File: src/rtl/ms_mem_slave.sv
// Bus slave endpoint: word-addressed register memory with programmable ack wait
// states and a fixed-latency read-response pipeline.
module ms_mem_slave #(
  parameter int DATA_WIDTH = 32,
  parameter int ADDR_WIDTH = 32,
  parameter int MEM_DEPTH  = 16,
  parameter int ACK_WAIT   = 1,
  parameter int RD_LATENCY = 2
) (
  input  logic                  clk,
  input  logic                  rst,
  input  logic                  req,
  input  logic [ADDR_WIDTH-1:0] addr,
  input  logic                  cmd,
  input  logic [DATA_WIDTH-1:0] wdata,
  output logic                  ack,
  output logic [DATA_WIDTH-1:0] rdata,
  output logic                  resp
);

  localparam int IDX_W = $clog2(MEM_DEPTH);

  typedef enum logic [1:0] {IDLE, WAIT, ACK} state_t;

  state_t                               state, state_nxt;
  logic [7:0]                           cnt, cnt_nxt;
  logic [MEM_DEPTH-1:0][DATA_WIDTH-1:0] mem;
  logic [RD_LATENCY:1]                  vld_pipe;
  logic [RD_LATENCY:1][DATA_WIDTH-1:0]  data_pipe;
  logic [IDX_W-1:0]                     idx;
  logic                                 in_range;
  logic                                 cap;
  logic                                 rd_fire;
  logic                                 wr_fire;
  logic [DATA_WIDTH-1:0]                rd_word;

  always_ff @(posedge clk or posedge rst) begin
    if (rst) begin
      state <= IDLE;
      cnt   <= '0;
      ack   <= 1'b0;
    end else begin
      state <= state_nxt;
      cnt   <= cnt_nxt;
      ack   <= (state_nxt == ACK);
    end
  end

  always_comb begin
    state_nxt = state;
    cnt_nxt   = cnt;
    case (state)
      IDLE: begin
        if (req) begin
          if (ACK_WAIT == 0) begin
            state_nxt = ACK;
          end else begin
            state_nxt = WAIT;
            cnt_nxt   = 8'(ACK_WAIT);
          end
        end
      end
      WAIT: begin
        // Master withdrawing req here aborts with no side effects.
        if (!req) begin
          state_nxt = IDLE;
          cnt_nxt   = '0;
        end else if (cnt == 8'd1) begin
          state_nxt = ACK;
          cnt_nxt   = '0;
        end else begin
          cnt_nxt = cnt - 8'd1;
        end
      end
      ACK:     state_nxt = IDLE;
      default: begin
        state_nxt = IDLE;
        cnt_nxt   = '0;
      end
    endcase
  end

  // Capture on the edge that ends the ack cycle; req gates it so inputs are
  // never sampled while the master is not driving them.
  assign cap      = ack && req;
  assign idx      = addr[IDX_W-1:0];
  assign in_range = ((addr >> IDX_W) == '0);
  assign rd_fire  = cap && !cmd;
  assign wr_fire  = cap && cmd && in_range;
  assign rd_word  = in_range ? mem[idx] : '0;

  always_ff @(posedge clk or posedge rst) begin
    if (rst) begin
      mem <= '0;
    end else if (wr_fire) begin
      mem[idx] <= wdata;
    end
  end

  // Data stages are zeroed when invalid so rdata reads 0 outside resp.
  always_ff @(posedge clk or posedge rst) begin
    if (rst) begin
      vld_pipe  <= '0;
      data_pipe <= '0;
    end else begin
      vld_pipe[1]  <= rd_fire;
      data_pipe[1] <= rd_fire ? rd_word : '0;
      for (int i = 2; i <= RD_LATENCY; i++) begin
        vld_pipe[i]  <= vld_pipe[i-1];
        data_pipe[i] <= data_pipe[i-1];
      end
    end
  end

  assign resp  = vld_pipe[RD_LATENCY];
  assign rdata = data_pipe[RD_LATENCY];

endmodule

File: config.mk
export PLATFORM = sky130hd
export DESIGN_NAME = ms_mem_slave
export DESIGN_NICKNAME = d
export VERILOG_FILES = /design/src/rtl/ms_mem_slave.sv
export SDC_FILE = /design/constraint.sdc
export NUM_CORES = 1
export LEC_CHECK = 0
export CORE_ASPECT_RATIO = 1.75
export CORE_MARGIN = 2
export CORE_UTILIZATION = 60
export DETAILED_ROUTE_END_ITERATION = 8
export GPL_TIMING_DRIVEN = 0
export PLACE_DENSITY = 0.79
export REMOVE_ABC_BUFFERS = 1
export SETUP_SLACK_MARGIN = 0.2
export SLEW_MARGIN = 20
export SYNTH_ARGS = -nofsm -noshare
export SYNTH_HDL_FRONTEND = slang
export SYNTH_SLANG_ARGS = --single-unit
File: constraint.sdc
create_clock -name clk -period 26.3 [get_ports clk]
set_input_delay 7.89 -clock clk [delete_from_list [all_inputs] [get_ports clk]]
set_output_delay 7.89 -clock clk [all_outputs]
set_load 0.005 [all_outputs]
==> results.cfg <==
[outcome]
status = finished, final reports clean

[die]
design.core.area_mm2 = 0.0442
row_count = 102
die_x_um = 164
start_util = 0.606
pin_count = 102
die_h_um = 283
die_area_mm2 = 0.0464

[yosys]
synth_top_family_by_area = multiplexers
synth_compound_area_frac = 0.0270
synth_area_leaders = dfrtp_1, mux2_4, mux4_2, mux2_2, a22oi_1
synth.distinct_cells = 43
avgSynthCellArea_um2 = 17.1
ys_warn_count = 0
yosys.area.top_type = dfrtp_1
synth-seq-cells = 589
synth_top_area_frac = 0.550
yosys.area_share.simple = 0.0202
synth_area_mm2 = 0.0268
syn_inst = 1569
seq_area_frac_synth = 0.550
muxShareOfSynthArea = 0.360
synthXorXnorAreaFrac = 0.000981
synth_fa_ha_area_frac = 0.000934

[finish]
fillCellCount = 2922
area_delta_synth_final_pct = 12.5
nNetsFinal = 1674
drive_gt1_frac = 0.484
final_core_util = 0.683

[place]
gp_congestion = 0.715
io_buffers = 101
hpwl_um = 34500

[detailed_routing]
wirelength_um = 58000
wl_per_cell_um = 26.1
routed_via_density = 6.27
firstDrtPassIters = 5
via_count = 13900
dr.first_iter.drc_count = 846
ant_nets = 0
drc = 0

[timing]
layout_min_cycle_time_ns = 10.49
finalSetupTns_ns = 0
finalMaxSlewViolations = 0
worstMarginPinSlew_ns = 1.06
fin_skew_ns = 0.0218
max-slew-margin-rel = 0.295
min_period_over_period = 0.399
final_hold_viol_count = 0
clock.fmax_mhz = 95.3
rsz0062_at_grt = false
setup-violations-final = 0

[flow_run]
maxCapViolCount = 0

[worst_setup_path]
crit_chain = clkdlybuf4s50_1 > nor4_1 > and4_2 > nand4_4 > mux2_2
crit_fanout = 32
critPathCaptureType = flip-flop
path_buf_inv = 1
cp_top_family = simple AND/OR/NAND/NOR gates
cp_slowest_cell = nand4_4
worstPathArrival_ns = 10.95
worstPathRequired_ns = 26.75
cpPeakStageDelay_ns = 0.95
criticalPathCategory = in -> reg
cp-start-kind = input pin

[clocking]
tritoncts = built
cts_buffers = 53
root_buffer = clkbuf_16
clk_pin_slew_ns = 0.06
postCtsSetupBuffers = 0
insertion_delay_ns = 0.59
max-clock-path-buffers = 3
cts_htree_levels = 2
ctsHoldBuffers = 0
cts_sinks = 589
cts_resized = 0

[global_route]
globalRouteTotalUtil = 0.262
grt_overflow = 0
grt_max_degree = 116
grt_pass1_vias = 15900
antenna_found_initial = 2
grt_pass1_wl_um = 93200

[min_path]
min_path_type = reg -> reg

[power_and_ir_drop]
p_leak_nw = 15.2
p_per_area_mw_per_mm2 = 60.6
irDropWorstVdd_mv = 0.0579
-- registers in the layout, indices dropped and copies added, names as in the netlist --
signal / flops
ack: 1
cnt: 8
data_pipe: 32
mem: 512
rdata: 32
state: 2
vld_pipe: 2
-- placed cells by master, fill, tap and decap left out, types with 3 or more instances in the layout --
| cell | Yosys | layout |
|---|---|---|
| a21oi_1 | 35 | 35 |
| a22o_1 | 4 | 4 |
| a22oi_1 | 64 | 64 |
| buf_12 | 2 | 12 |
| buf_16 | 0 | 16 |
| buf_6 | 28 | 12 |
| buf_8 | 0 | 5 |
| clkbuf_1 | 61 | 9 |
| clkbuf_16 | 0 | 55 |
| clkbuf_8 | 3 | 16 |
| clkdlybuf4s50_1 | 0 | 99 |
| clkinv_2 | 0 | 13 |
| dfrtp_1 | 589 | 589 |
| inv_1 | 5 | 4 |
| mux2_1 | 3 | 3 |
| mux2_2 | 247 | 247 |
| mux2_4 | 262 | 262 |
| mux4_2 | 128 | 128 |
| nand2_1 | 5 | 5 |
| nand4_1 | 4 | 4 |
| nand4_4 | 12 | 12 |
| nor2_1 | 5 | 5 |
| nor4_1 | 6 | 6 |
-- per-layer routing --
metal | global-route usage | up-vias | wire, µm
met4 | 0.0958 | 0 | 1960
met1 | 0.362 | 7559 | 23600
met5 | 0 | - | 0
met2 | 0.428 | 388 | 29700
met3 | 0.0379 | 112 | 2640
li1 | - | 5872 | -
-- synthesized netlist by cell type, drive strengths merged --
| library cell | instances |
|---|---|
| nand3 | 1 |
| xor2 | 1 |
| nor4 | 8 |
| buf | 99 |
| nor2 | 7 |
| ha | 2 |
| and3 | 1 |
| mux2i | 1 |
| nand2 | 5 |
| mux4 | 128 |
| a21oi | 35 |
| clkbuf | 65 |
| a22oi | 64 |
| and2 | 3 |
| nand3b | 2 |
| a21o | 1 |
| a22o | 4 |
| nor3 | 2 |
| and3b | 1 |
| dfrtp | 589 |
| nand2b | 2 |
| nor3b | 2 |
| and4 | 3 |
| a31oi | 2 |
| o22ai | 1 |
| inv | 5 |
| mux2 | 512 |
| nand4 | 16 |
| xnor2 | 2 |
| o21ai | 1 |
| nor2b | 4 |
-- worst register-to-register path, cell delays in order, from the launching register on --
cell	delay (ns)
dfrtp_1	0.35
and2_1	0.16
and4_2	0.71
nand4_4	0.96
mux2_2	0.63
-- report_power, final --
| part | total [W] | switching (W) | internal [W] |
|---|---|---|---|
| Combinational | 0.000113 | 0.0000720 | 0.0000411 |
| Clock | 0.000791 | 0.000343 | 0.000448 |
| Sequential | 0.000921 | 0.00000760 | 0.000913 |
| Total | 0.00183 | 0.000423 | 0.00140 |
-- cell type report --
cell class	count	area, µm²	area share
inverter	5	26.3	0.000872
multi-input combinational	811	11000	0.364
tap	572	716	0.0237
clock buffer	80	1630	0.0541
sequential	589	14700	0.489
timing repair buffer	144	1880	0.0624
clock inverter	19	160	0.00531
antenna	1	2.50	0.0000830
-- cells by family after synthesis --
family,after synthesis
AOI/OAI and AO/OA,108
xor gates and xnor gates,3
adders and majority gates,2
buffers and inverters,169
DFF,589
muxes,641
and+or+nand+nor,57
-- path summary, 6_finish.rpt --
path                          startpoint   endpoint  slack, ns  cells past startpoint
hold reg to reg            data_pipe[15]  rdata[15]       0.35                      0
setup / recovery                addr[16]   mem[304]      15.81                      5
max in group asynchronous            rst   mem[370]      16.58                      6
min in group asynchronous            rst   mem[262]       7.73                      2
hold / removal             data_pipe[15]  rdata[15]       0.35                      0
setup reg to reg                     ack   mem[304]      23.36                      4
-- through the flow --
| stage | setup slack, ns | total power [W] | hold WS [ns] | area, µm² | cells |
|---|---|---|---|---|---|
| floorplan | 1.93 | 0.000994 | 0.331 | 25700 | 1405 |
| global placement | -3.04 | 0.00105 | 0.332 | 27400 | 2078 |
| global route | 15.66 | 0.00189 | 0.356 | 30100 | 2221 |
| detailed placement | 14.69 | 0.00105 | 0.335 | 28300 | 2121 |
| finish | 15.81 | 0.00183 | 0.347 | 30100 | 2221 |
| CTS | 15.32 | 0.00184 | 0.349 | 30100 | 2220 |
Power figures use the tool's default switching activity.
